$ cat src/rtl/mul_pkg.sv
// Shared definitions for the shift-add multiplier family.
//   state_e   : control FSM states of the iterative multiplier.
//   MUL_WIDTH : default operand width in bits; products are 2*MUL_WIDTH bits wide.
package mul_pkg;

  localparam int MUL_WIDTH = 32;

  typedef enum logic [1:0] {
    IDLE = 2'd0,
    RUN  = 2'd1,
    DONE = 2'd2
  } state_e;

endpackage

$ cat src/rtl/mul_step.sv
// One radix-2 shift-add step of an unsigned multiplier (purely combinational).
// The upper half of p is the running accumulator. The lower half holds the
// multiplier bits that have not been consumed yet.
//   p      : current product register {acc, remaining multiplier bits}
//   mcand  : multiplicand
//   p_next : p after the conditional add of mcand and a one-bit right shift
module mul_step
  import mul_pkg::*;
#(
  parameter int WIDTH = MUL_WIDTH
) (
  input  logic [2*WIDTH-1:0] p,
  input  logic [WIDTH-1:0]   mcand,
  output logic [2*WIDTH-1:0] p_next
);

  logic [WIDTH:0] addend;
  logic [WIDTH:0] sum;

  // The extra MSB keeps the carry. The shift brings it back into the accumulator,
  // so the carry is never lost.
  assign addend = p[0] ? {1'b0, mcand} : '0;
  assign sum    = {1'b0, p[2*WIDTH-1:WIDTH]} + addend;
  assign p_next = {sum, p[WIDTH-1:1]};

endmodule

$ cat src/rtl/mul32_seq.sv
// Iterative radix-2 shift-add unsigned multiplier with valid/ready handshakes.
// Operands accepted on edge k give a product with out_valid from edge k+WIDTH on.
//   clk, rst   : clock and synchronous active-high reset
//   in_valid   : a/b valid           in_ready  : operands accepted this cycle
//   a, b       : unsigned operands (WIDTH bits each)
//   out_valid  : product valid        out_ready : consumer takes product
//   o_lo, o_hi : low/high halves of the 2*WIDTH-bit product (registered)
//   busy       : multiplication in progress
module mul32_seq
  import mul_pkg::*;
#(
  parameter int WIDTH = MUL_WIDTH
) (
  input  logic             clk,
  input  logic             rst,
  input  logic             in_valid,
  output logic             in_ready,
  input  logic [WIDTH-1:0] a,
  input  logic [WIDTH-1:0] b,
  output logic             out_valid,
  input  logic             out_ready,
  output logic [WIDTH-1:0] o_lo,
  output logic [WIDTH-1:0] o_hi,
  output logic             busy
);

  localparam int CNT_W = $clog2(WIDTH + 1);
  localparam logic [CNT_W-1:0] CNT_LAST = CNT_W'(WIDTH - 1);

  state_e             state_q, state_d;
  logic [WIDTH-1:0]   mcand_q, mcand_d;
  logic [2*WIDTH-1:0] p_q, p_d;
  logic [2*WIDTH-1:0] p_step;
  logic [CNT_W-1:0]   cnt_q, cnt_d;
  logic [WIDTH-1:0]   o_lo_q, o_lo_d;
  logic [WIDTH-1:0]   o_hi_q, o_hi_d;

  logic accept;
  logic last_step;

  assign accept    = in_valid && in_ready;
  assign last_step = (state_q == RUN) && (cnt_q == CNT_LAST);

  mul_step #(.WIDTH(WIDTH)) u_step (
    .p      (p_q),
    .mcand  (mcand_q),
    .p_next (p_step)
  );

  // State register together with the datapath registers.
  always_ff @(posedge clk) begin
    if (rst) begin
      state_q <= IDLE;
      mcand_q <= '0;
      p_q     <= '0;
      cnt_q   <= '0;
      o_lo_q  <= '0;
      o_hi_q  <= '0;
    end else begin
      // NOTE: non-blocking assignments make every flop sample pre-edge values,
      // independent of statement order.
      state_q <= state_d;
      mcand_q <= mcand_d;
      p_q     <= p_d;
      cnt_q   <= cnt_d;
      o_lo_q  <= o_lo_d;
      o_hi_q  <= o_hi_d;
    end
  end

  // Next-state logic.
  always_comb begin
    // NOTE: the default assignment first covers every path, so no latch is inferred.
    state_d = state_q;
    unique case (state_q)
      IDLE:    if (accept) state_d = RUN;
      RUN:     if (last_step) state_d = DONE;
      // In DONE, in_ready follows out_ready, so in_valid here also means accept.
      DONE:    if (out_ready) state_d = in_valid ? RUN : IDLE;
      default: state_d = IDLE;
    endcase
  end

  // Datapath next values. Acceptance can happen in IDLE or in DONE (back-to-back).
  always_comb begin
    mcand_d = mcand_q;
    p_d     = p_q;
    cnt_d   = cnt_q;
    o_lo_d  = o_lo_q;
    o_hi_d  = o_hi_q;
    if (accept) begin
      mcand_d = a;
      p_d     = {{WIDTH{1'b0}}, b};
      cnt_d   = '0;
    end else if (state_q == RUN) begin
      p_d   = p_step;
      cnt_d = cnt_q + CNT_W'(1);
      if (last_step) begin
        // Output copy is loaded on entry to DONE. It holds past consumption.
        o_lo_d = p_step[WIDTH-1:0];
        o_hi_d = p_step[2*WIDTH-1:WIDTH];
      end
    end
  end

  // Output logic, decoded from the state.
  always_comb begin
    in_ready  = 1'b0;
    out_valid = 1'b0;
    busy      = 1'b0;
    unique case (state_q)
      IDLE:    in_ready = 1'b1;
      RUN:     busy = 1'b1;
      DONE: begin
        out_valid = 1'b1;
        in_ready  = out_ready;
      end
      default: ;
    endcase
  end

  assign o_lo = o_lo_q;
  assign o_hi = o_hi_q;

endmodule

$ cat config.mk
export PLATFORM = sky130hd
export DESIGN_NAME = mul32_seq
export DESIGN_NICKNAME = d
export VERILOG_FILES = /design/src/rtl/mul_pkg.sv /design/src/rtl/mul_step.sv /design/src/rtl/mul32_seq.sv
export SDC_FILE = /design/constraint.sdc
export NUM_CORES = 1
export LEC_CHECK = 0
export CAP_MARGIN = 10
export CORE_ASPECT_RATIO = 0.5
export CORE_UTILIZATION = 43
export CTS_CLUSTER_SIZE = 8
export DETAILED_ROUTE_END_ITERATION = 6
export GPL_TIMING_DRIVEN = 0
export PLACE_DENSITY = 0.66
export SLEW_MARGIN = 20
export SYNTH_ARGS = -nofsm -noshare
export SYNTH_HDL_FRONTEND = slang
export SYNTH_SLANG_ARGS = --single-unit
$ cat constraint.sdc
create_clock -name clk -period 6.1 [get_ports clk]
set_input_delay 1.22 -clock clk [delete_from_list [all_inputs] [get_ports clk]]
set_output_delay 1.22 -clock clk [all_outputs]
set_load 0.03 [all_outputs]
Yosys cells after proc, flatten, opt, wreduce, memory -nomap -nowiden:

Index checks and enable logic that the tools add are counted.

* eq/ne operators: 6
* reduce and logical (&&, ||, !) cells: 7
* divide/modulo/power cells: 0
* add/subtract/negate cells: 2
* multipliers: 0
* bitwise gates (word level): 1
* magnitude comparators: 0
* shifts and indexed selects: 0
* muxes and demuxes: 11

Operators with widths (count)
* 2-to-1 mux 32 bit: 3
* adder 32 x 32 -> 33 bit: 1
* adder 6 x 1 -> 6 bit (second input constant): 1
* == test 6 x 5 -> 1 bit (second input constant): 1
* 2-to-1 mux 2 bit: 3
* != test 2 bit (second input constant): 3
* case mux 2 bit (3 select lines): 1
* AND reduction 3 bit: 2
* 2-to-1 mux 1 bit: 3
* == test 2 x 1 -> 1 bit (second input constant): 1
* == test 2 bit (second input constant): 1
* logical AND 1 bit: 2
* zero test 2 bit: 1
* case mux 1 bit (2 select lines): 1
* nonzero test 2 bit: 1
* OR reduction 2 bit: 1
* inverter 1 bit: 1

* latch bits: 0
* bits in writable memories: 0
* ROM bits: 0
* word-level logic and storage cells: 34
* register bits: 168
* memories: 0
* output and inout port bits: 67
* bits of input ports: 68

Depth between registers and ports, before layout:

Gate-level depths: netlist (run 1).

* word-level depth: 5
* depth in mapped cells: 12
* mapped depth without buffers: 11

By module:

Synthesis (run 1) repeated with hierarchy kept, for this count alone.

* cell total of the unflattened synthesis: 1116
* area total of the unflattened synthesis: 9037.4 µm²

Modules (own cells, without submodules)
* mul32_seq: instances 1, area each 6806.5 µm², cells an instance 794
* mul_step: instances 1, area each 2230.9 µm², cells an instance 322

Worst setup path before layout (run 1):

No wires, ideal clock.

* kind: input-to-output
* start point: input port out_ready
* end point: output port in_ready
* data required time: 4880 ps
* stages: 2
* data arrival time: 1668 ps
* slack: 3212 ps
* cell sequence: nor2b_1 > nor2_1

* word-level cells in the longest chain between the ends: 1

RTL lines
* start, declared: line mul32_seq.sv:21 `input logic out_ready,`
* case mux 1 bit (2 select lines): line mul32_seq.sv:111 `unique case (state_q)`
* end, declared: line mul32_seq.sv:17 `output logic in_ready,`

Every way passes these cells.

Worst setup path in the final report (run 1):

* start point: register state_q[1]
* end point: output port busy

* word-level cells in the longest chain between the ends: 2

RTL lines
* start, declared: line mul32_seq.sv:30 `state_e state_q, state_d;`
* start signal, assigned: line mul32_seq.sv:62 `state_q <= state_d;`
* == test 2 x 1 -> 1 bit: line mul32_seq.sv:111
* 2-to-1 mux 1 bit: line mul32_seq.sv:111
* end, declared: line mul32_seq.sv:24 `output logic busy`

Every way passes these cells.

==> results.json, run 1 <==
{
  "cts_tree": "yes",
  "drive_gt1_frac": 0.04426,
  "fillers": 1758,
  "ctsHoldBuffers": 0,
  "die-area_sq_um": 19780,
  "track_usage": 0.2590,
  "cts-root-buf": "clkbuf_16",
  "fin_crit_ps": 4514,
  "postSynthAreaPerCell_sq_um": 7.821,
  "area_delta_synth_final_pct": 27.20,
  "path_depth": 6,
  "crit_path_start_kind": "flop",
  "ys_warn_count": 0,
  "die_h_microns": 99.96,
  "ant_nets": 0,
  "vias_per_cell": 5.472,
  "cp_cell_sequence": "nand2b_1, clkbuf_1, clkinv_1, clkbuf_1, clkbuf_1, clkdlybuf4s50_1",
  "drt-total-wl_mm": 24.93,
  "crit_start": "state_q[1]",
  "dp_hpwl_mm": 18.46,
  "slowest_delay_ps": 800,
  "crit_buf_inv": 5,
  "relSlewSlack": 0.2114,
  "critical_path_arrival_ps": 3290,
  "post_cts_resized": 0,
  "wl_per_cell_microns": 16.84,
  "die_x_microns": 197.9,
  "ios": 135,
  "maxCapViolations": 0,
  "setup_viol": 0,
  "endpoint": "busy",
  "path_delay_family": "buffers and inverters",
  "ys_types": 65,
  "cts_sinks": 168,
  "ys_ff_latch": 168,
  "htree_levels": 4,
  "fin_crit_sh": 0.7400,
  "required_ps": 4880,
  "grt_max_degree": 17,
  "gp_congestion": 0.9535,
  "worstSetupEndpointType": "output pin",
  "hold_path_class": "reg2reg",
  "fmax_ghz": 0.2215,
  "core_sq_um": 18610,
  "drv_slew": 0,
  "finalPower_mw": 2.487,
  "syn_nets": 1157,
  "post-cts-setup-buffers": 0,
  "drt_first_pass_iters": 5,
  "worst_path_most_repeated_cell": "clkbuf_1",
  "grt_pass1_vias": 7760,
  "tightest_slew_ps": 1179,
  "cp_max_fo": 10,
  "drt_iter0_drc": 472,
  "ys_async_sr_fraction": 0,
  "p_per_area_nw_per_um2": 236.9,
  "clockBufferDepth": 2,
  "num_rows": 35,
  "rr_worst_depth": 12,
  "final_cell_mix": "nand2_1 (269), a21oi_1 (171), dfxtp_1 (168)",
  "cellLeakagePower_nw": 3.829,
  "vdd_ir_drop_max_uv": 201.1,
  "grt_setup_unrepaired": "false",
  "synthFlopType": "dfxtp_1",
  "final_nets": 1309,
  "hold_viol": 0,
  "vias": 8099,
  "antenna_found_initial": 1,
  "numCtsBuffers": 17,
  "drc_errors": 0,
  "netlist_area_sq_um": 8252,
  "ys_seq_area_frac": 0.4076,
  "worstSetupPathType": "reg2out",
  "synth_edf_count": 0,
  "start_util": 0.4434,
  "numPortBuffers": 133,
  "fin_setup_tns_ps": 0,
  "grt_pass1_wl_mm": 39.99,
  "clock_skew_ps": 9.836,
  "status": "finished clean",
  "clkTransAtPathRegs_ps": 70,
  "r2r_start": "p_q[0]",
  "grt_overflow_total": 0,
  "synthCells": 1055,
  "rrSetupSlack_ps": 2480,
  "crit_path_top_delay_cell": "clkdlybuf4s50_1",
  "worstSkewPairLatency_ps": 450,
  "final_common_cell": "nand2_1",
  "r2r-end": "o_hi[29]"
}
-- worst min-delay path by stage --
stage / start / to / cells after the start
floorplan: mcand_q[0] / mcand_q[0] / 2
global placement: mcand_q[14] / mcand_q[14] / 2
detailed placement: mcand_q[4] / mcand_q[4] / 2
CTS: mcand_q[4] / mcand_q[4] / 2
global route: o_hi[17] / o_hi[17] / 2
finish: mcand_q[4] / mcand_q[4] / 2
-- flip-flops by register name (all words and copies together), names as in the netlist --
| name | flops |
|---|---|
| cnt_q | 6 |
| mcand_q | 32 |
| o_hi | 32 |
| o_lo | 32 |
| p_q | 64 |
| state_q | 2 |
-- cell usage after synthesis, drive strengths merged (15+ instances only) --
library cell,instances,area share
nand4,17,0.014
a21o,15,0.014
dfxtp,168,0.41
o21ai,23,0.014
and2,33,0.025
nor3,21,0.014
a21oi,174,0.11
a22oi,30,0.027
nand3,19,0.012
nand2,269,0.12
clkbuf,56,0.025
ha,33,0.050
nor2,37,0.017
-- stage by stage --
step	instances	utilization	hold WS, ps	setup WS (ps)	instance area [sq um]
3_5_place_dp	1447	0.5323	444.1	2099	9907
3_3_place_gp	1447	0.5323	440.3	2074	9907
2_1_floorplan	1055	-	431.7	3212	8252
5_1_grt	1479	0.5638	469.8	1458	10490
4_1_cts	1479	0.5638	451.6	1614	10490
6_report	1480	0.5640	450.4	1586	10500
-- power breakdown --
| group | switching, mW | leakage (nW) | internal [mW] |
|---|---|---|---|
| Combinational | 0.149 | 2.19 | 0.0913 |
| Clock | 0.498 | 0.280 | 0.595 |
| Sequential | 0.0242 | 1.36 | 1.13 |
| Total | 0.671 | 3.83 | 1.82 |
-- layer usage --
| metal | track usage | routed length, microns |
|---|---|---|
| met1 | 0.3425 | 11670 |
| met4 | 0.07990 | 317 |
| met3 | 0.06855 | 1740 |
| met2 | 0.4141 | 11200 |
| met5 | 0 | 0 |
-- area by class of cell --
cell class / count / area (sq um) / share of cell area
Multi-Input combinational cell: 806 / 4583 / 0.4366
Sequential cell: 168 / 3363 / 0.3204
Timing Repair Buffer: 133 / 1331 / 0.1268
Clock buffer: 19 / 452.9 / 0.04315
Tap cell: 259 / 324.1 / 0.03087
Buffer: 70 / 264.0 / 0.02515
Clock inverter: 13 / 133.9 / 0.01275
Inverter: 11 / 41.29 / 0.003934
Antenna cell: 1 / 2.502 / 0.0002384
-- cells by family after synthesis --
kind of cell / share of synthesized area
DFF: 0.4076
and+or+nand+nor: 0.2409
buffers and inverters: 0.03700
adders and majority gates: 0.05246
AOI/OAI and AO/OA: 0.2334
xor gates and xnor gates: 0.02441
muxes: 0.004245
-- worst min-delay path: cells and delay by family, from the launching register on --
family | cells | cell delay [ps]
and+or+nand+nor | 1 | 50
AOI/OAI and AO/OA | 1 | 50
DFF | 1 | 310
Power figures use the tool's default switching activity.
==> run 2, diff against run 1 <==
clock period = 4.2 ns   (was 6.1 ns; I/O delays follow)
==> run 2 against run 1 <==
Count of clock-buffer cells in the layout unchanged; hold slack about the same; via count increased by 0.16%; sequential share of layout area about the same; critical path depth unchanged; non-clock buffer count unchanged; first-iteration DRC count increased by 1.9%; wire length about the same; setup slack got worse by 1400 ps; sequential power increased by 46%; register-to-register slack got worse by 1900 ps; largest power group unchanged.
==> results.json, run 2 (synthesis results as in run 1) <==
{
  "worstSkewPairLatency_ps": 450,
  "grt_use_met1": 0.3425,
  "hold_ws_ps": 450.4,
  "vias": 8112,
  "cts_tree": "yes",
  "die_h_microns": 99.96,
  "die-area_sq_um": 19780,
  "grt_pass1_wl_mm": 39.99,
  "clockBufferDepth": 2,
  "drc_errors": 0,
  "drt_first_pass_iters": 5,
  "clkTransAtPathRegs_ps": 70,
  "ios": 135,
  "track_usage": 0.2590,
  "final_cell_mix": "nand2_1 (269), a21oi_1 (171), dfxtp_1 (168)",
  "use_met2": 0.4141,
  "grt_setup_unrepaired": "false",
  "dp.cells": 1447,
  "largest_register_ffs": 64,
  "regMostFlops": "p_q",
  "critical_path_arrival_ps": 3170,
  "cts_sinks": 168,
  "fin_crit_ps": 4006,
  "cellLeakagePower_nw": 3.833,
  "cp_max_fo": 10,
  "worstSetupEndpointType": "output pin",
  "vdd_ir_drop_max_uv": 291.3,
  "area_delta_synth_final_pct": 27.22,
  "wl_per_cell_microns": 16.83,
  "stdcell_area_sq_um": 10500,
  "grt_pass1_vias": 7760,
  "maxCapViolations": 0,
  "grt_overflow_total": 0,
  "tightest_slew_ps": 1176,
  "finalPower_mw": 3.610,
  "fin_util": 0.5640,
  "status": "finished clean",
  "grt_max_degree": 17,
  "p_per_area_nw_per_um2": 343.9,
  "vias_per_cell": 5.481,
  "ant_nets": 0,
  "relSlewSlack": 0.2129,
  "start_util": 0.4434,
  "drt_iter0_drc": 481,
  "final_common_cell": "nand2_1",
  "numPortBuffers": 133,
  "clock_skew_ps": 9.061,
  "fmax_ghz": 0.2496,
  "dp_slack_ps": 578.6,
  "busiest_layer": "met2",
  "antenna_found_initial": 1,
  "final_cells": 1480,
  "drive_gt1_frac": 0.04508,
  "setup_viol": 0,
  "crit_path_start_kind": "flop",
  "drt-total-wl_mm": 24.91,
  "fin_crit_sh": 0.9539,
  "numCtsBuffers": 17,
  "die_x_microns": 197.9,
  "place_area_sq_um": 9907,
  "hold_viol": 0,
  "required_ps": 3360,
  "cts-root-buf": "clkbuf_16",
  "htree_levels": 4,
  "gp_congestion": 0.9535,
  "fillers": 1759,
  "num_rows": 35,
  "grtUsageMet3": 0.06855,
  "ctsHoldBuffers": 0,
  "hold_path_class": "reg2reg",
  "worst_slack_ps": 193.6,
  "fin_setup_tns_ps": 0,
  "core_sq_um": 18610,
  "drv_slew": 0,
  "dp_hpwl_mm": 18.46,
  "worstSetupPathType": "reg2out",
  "final_nets": 1309
}
## run 2: cell type report
cell class              count  area, sq um  share of cell area
clock buffers              19        452.9             0.04315
inverters                  11        41.29            0.003933
multi-input cells         806         4583              0.4366
diodes                      1        2.502           0.0002384
flip-flops and latches    168         3363              0.3204
well taps                 259        324.1             0.03087
plain buffers              70        265.3             0.02527
repair buffers            133         1331              0.1268
clock inverters            13        133.9             0.01275
## run 2: what timing repair did
item / CTS / global route
setup endpoints to repair: 0 / 1
buffers inserted: 0 / 0
resized for setup: 0 / 2
## run 2: power by group
group / internal (mW) / switching (mW) / total [mW]
combinational: 0.133 / 0.216 / 0.349
clock: 0.864 / 0.722 / 1.59
sequential: 1.64 / 0.0347 / 1.68
total: 2.64 / 0.973 / 3.61
## run 2: path summary, 6_finish.rpt
check                           startpoint         end  slack, ps  depth (start not counted)
worst max-delay path            state_q[1]        busy        190                          6
worst max register to register      p_q[0]     p_q[61]        590                         12
worst min register to register  mcand_q[4]  mcand_q[4]        450                          2
worst min-delay path            mcand_q[4]  mcand_q[4]        450                          2
## run 2: critical path: stages (launching register included)
cell and delay [ps]:
dfxtp_1 370, nand2b_1 140, clkbuf_1 490, clkinv_1 380, clkbuf_1 330, clkbuf_2 330, clkdlybuf4s50_1 670
## run 2: per-layer routing
layer,wire [microns],part of all wire,vias up
li1,-,-,3996
met1,11530,0.46,3828
met2,11250,0.45,261
met3,1829,0.073,27
met4,299,0.012,0
met5,0,0,-
==> run 3, diff against run 2 <==
CORE_ASPECT_RATIO = 1.25   (was 0.5)
CORE_UTILIZATION = 54   (was 43)
PLACE_DENSITY = 0.8   (was 0.66)
==> run 3 against run 2 <==
Register-to-register slack gained 70 ps; design area down 0.83%; largest cell class unchanged; fmax decreased by 0.90%; clock power hardly changed.
==> results.json, run 3 (synthesis results as in run 1) <==
{
  "fmax_ghz": 0.2474,
  "drt_iter0_drc": 587,
  "fillers": 1283,
  "numCtsBuffers": 17,
  "hold_depth": 2,
  "path_delay_family": "buffers and inverters",
  "place_area_sq_um": 9811,
  "vias_per_cell": 5.843,
  "final_cell_mix": "nand2_1 (269), a21oi_1 (171), dfxtp_1 (168)",
  "die_h_microns": 140.2,
  "regMostFlops": "p_q",
  "slowest_delay_ps": 800,
  "cts_tree": "yes",
  "hold_path_class": "reg2reg",
  "multi_input_area_sq_um": 4583,
  "worstSetupPathType": "reg2out",
  "vias": 8192,
  "cts_sinks": 168,
  "fin_crit_sh": 0.9625,
  "die_x_microns": 112.6,
  "dp_hpwl_mm": 17.45,
  "crit_path_start_kind": "flop",
  "ctsHoldBuffers": 0,
  "drc_errors": 0,
  "post_cts_resized": 0,
  "gp_congestion": 0.9667,
  "largest_register_ffs": 64,
  "p_per_area_nw_per_um2": 349.0,
  "status": "finished clean",
  "numPortBuffers": 133,
  "final_cells": 1402,
  "final_common_cell": "nand2_1",
  "clock_skew_ps": 8.829,
  "grt_overflow_total": 0,
  "cts-root-buf": "clkbuf_16",
  "clockBufferDepth": 2,
  "maxCapViolations": 0,
  "vdd_ir_drop_max_uv": 260.2,
  "grt_setup_unrepaired": "false",
  "seq_area_sq_um": 3363,
  "setup_viol": 0,
  "tightest_slew_ps": 1063,
  "wl_per_cell_microns": 17.15,
  "rr_worst_depth": 11,
  "drive_gt1_frac": 0.04344,
  "cp_cell_sequence": "nand2b_1, clkbuf_1, clkinv_1, clkbuf_1, clkbuf_1, clkdlybuf4s50_1",
  "post-cts-setup-buffers": 0,
  "track_usage": 0.3159,
  "start_util": 0.5519,
  "cp_max_fo": 10,
  "ios": 135,
  "crit_path_top_delay_cell": "clkdlybuf4s50_1",
  "drt-total-wl_mm": 24.05,
  "core_sq_um": 14950,
  "die-area_sq_um": 15780,
  "grt_pass1_wl_mm": 39.38,
  "area_delta_synth_final_pct": 26.16,
  "critical_path_arrival_ps": 3200,
  "num_rows": 50,
  "drt_first_pass_iters": 7,
  "dp.cells": 1370,
  "clkTransAtPathRegs_ps": 70,
  "fin_setup_tns_ps": 0,
  "finalPower_mw": 3.633,
  "worstSkewPairLatency_ps": 440,
  "n_antenna_cell": 0,
  "required_ps": 3360,
  "antenna_found_initial": 0,
  "hold_viol": 0,
  "grt_max_degree": 17,
  "grt_pass1_vias": 8149,
  "path_depth": 6,
  "relSlewSlack": 0.2887,
  "final_nets": 1309,
  "cellLeakagePower_nw": 3.838,
  "drv_slew": 0,
  "worst_path_most_repeated_cell": "clkbuf_1",
  "stdcell_area_sq_um": 10410,
  "ant_nets": 0,
  "htree_levels": 4,
  "fin_crit_ps": 4043,
  "worstSetupEndpointType": "output pin",
  "crit_buf_inv": 5
}
[run 3: routing by layer]
metal  up-vias  track usage  routed length, microns  part of all wire
met1      3812       0.3622                    9680              0.40
met5         -            0                       0                 0
met4         0       0.1368                     723             0.030
li1       3998            -                       -                 -
met2       319       0.5647                   12120              0.50
met3        63      0.06491                    1526             0.063
[run 3: final cells by class]
type                    instances  share of cell area
multi-input cells             806              0.4403
flip-flops and latches        168              0.3231
repair buffers                133              0.1279
clock buffers                  19             0.04255
plain buffers                  70             0.02536
well taps                     182             0.02187
clock inverters                13             0.01502
inverters                      11            0.003966
[run 3: worst reg2reg max path, stage by stage (launching register included)]
cell      delay (ps)
dfxtp_1          460
clkbuf_1         410
and2_1           220
ha_1             260
nand4_1          220
nor3_2           270
o221ai_2         180
a311oi_4         310
o211ai_4         170
a211oi_4         430
mux2_4           360
o31ai_2          180
[run 3: report_power, final]
group	internal [mW]	total (mW)	switching [mW]
logic	0.133	0.349	0.217
registers	1.64	1.68	0.0336
clock network	0.909	1.61	0.700
[run 3: stage by stage]
stage / util / setup WS [ps] / hold slack (ps)
2_1_floorplan: - / 1391 / 431.7
3_3_place_gp: 0.6562 / 725.8 / 440.2
3_5_place_dp: 0.6562 / 692.6 / 443.9
4_1_cts: 0.6962 / 226.8 / 453.7
5_1_grt: 0.6962 / 27.90 / 473.1
6_report: 0.6962 / 157.3 / 452.1
[run 3: final timing paths]
path              slack (ps)  startpoint  endpoint
hold reg to reg          450    o_hi[14]  o_hi[14]
setup reg to reg         660      p_q[0]  o_hi[30]
hold / removal           450    o_hi[14]  o_hi[14]
setup / recovery         160  state_q[1]      busy
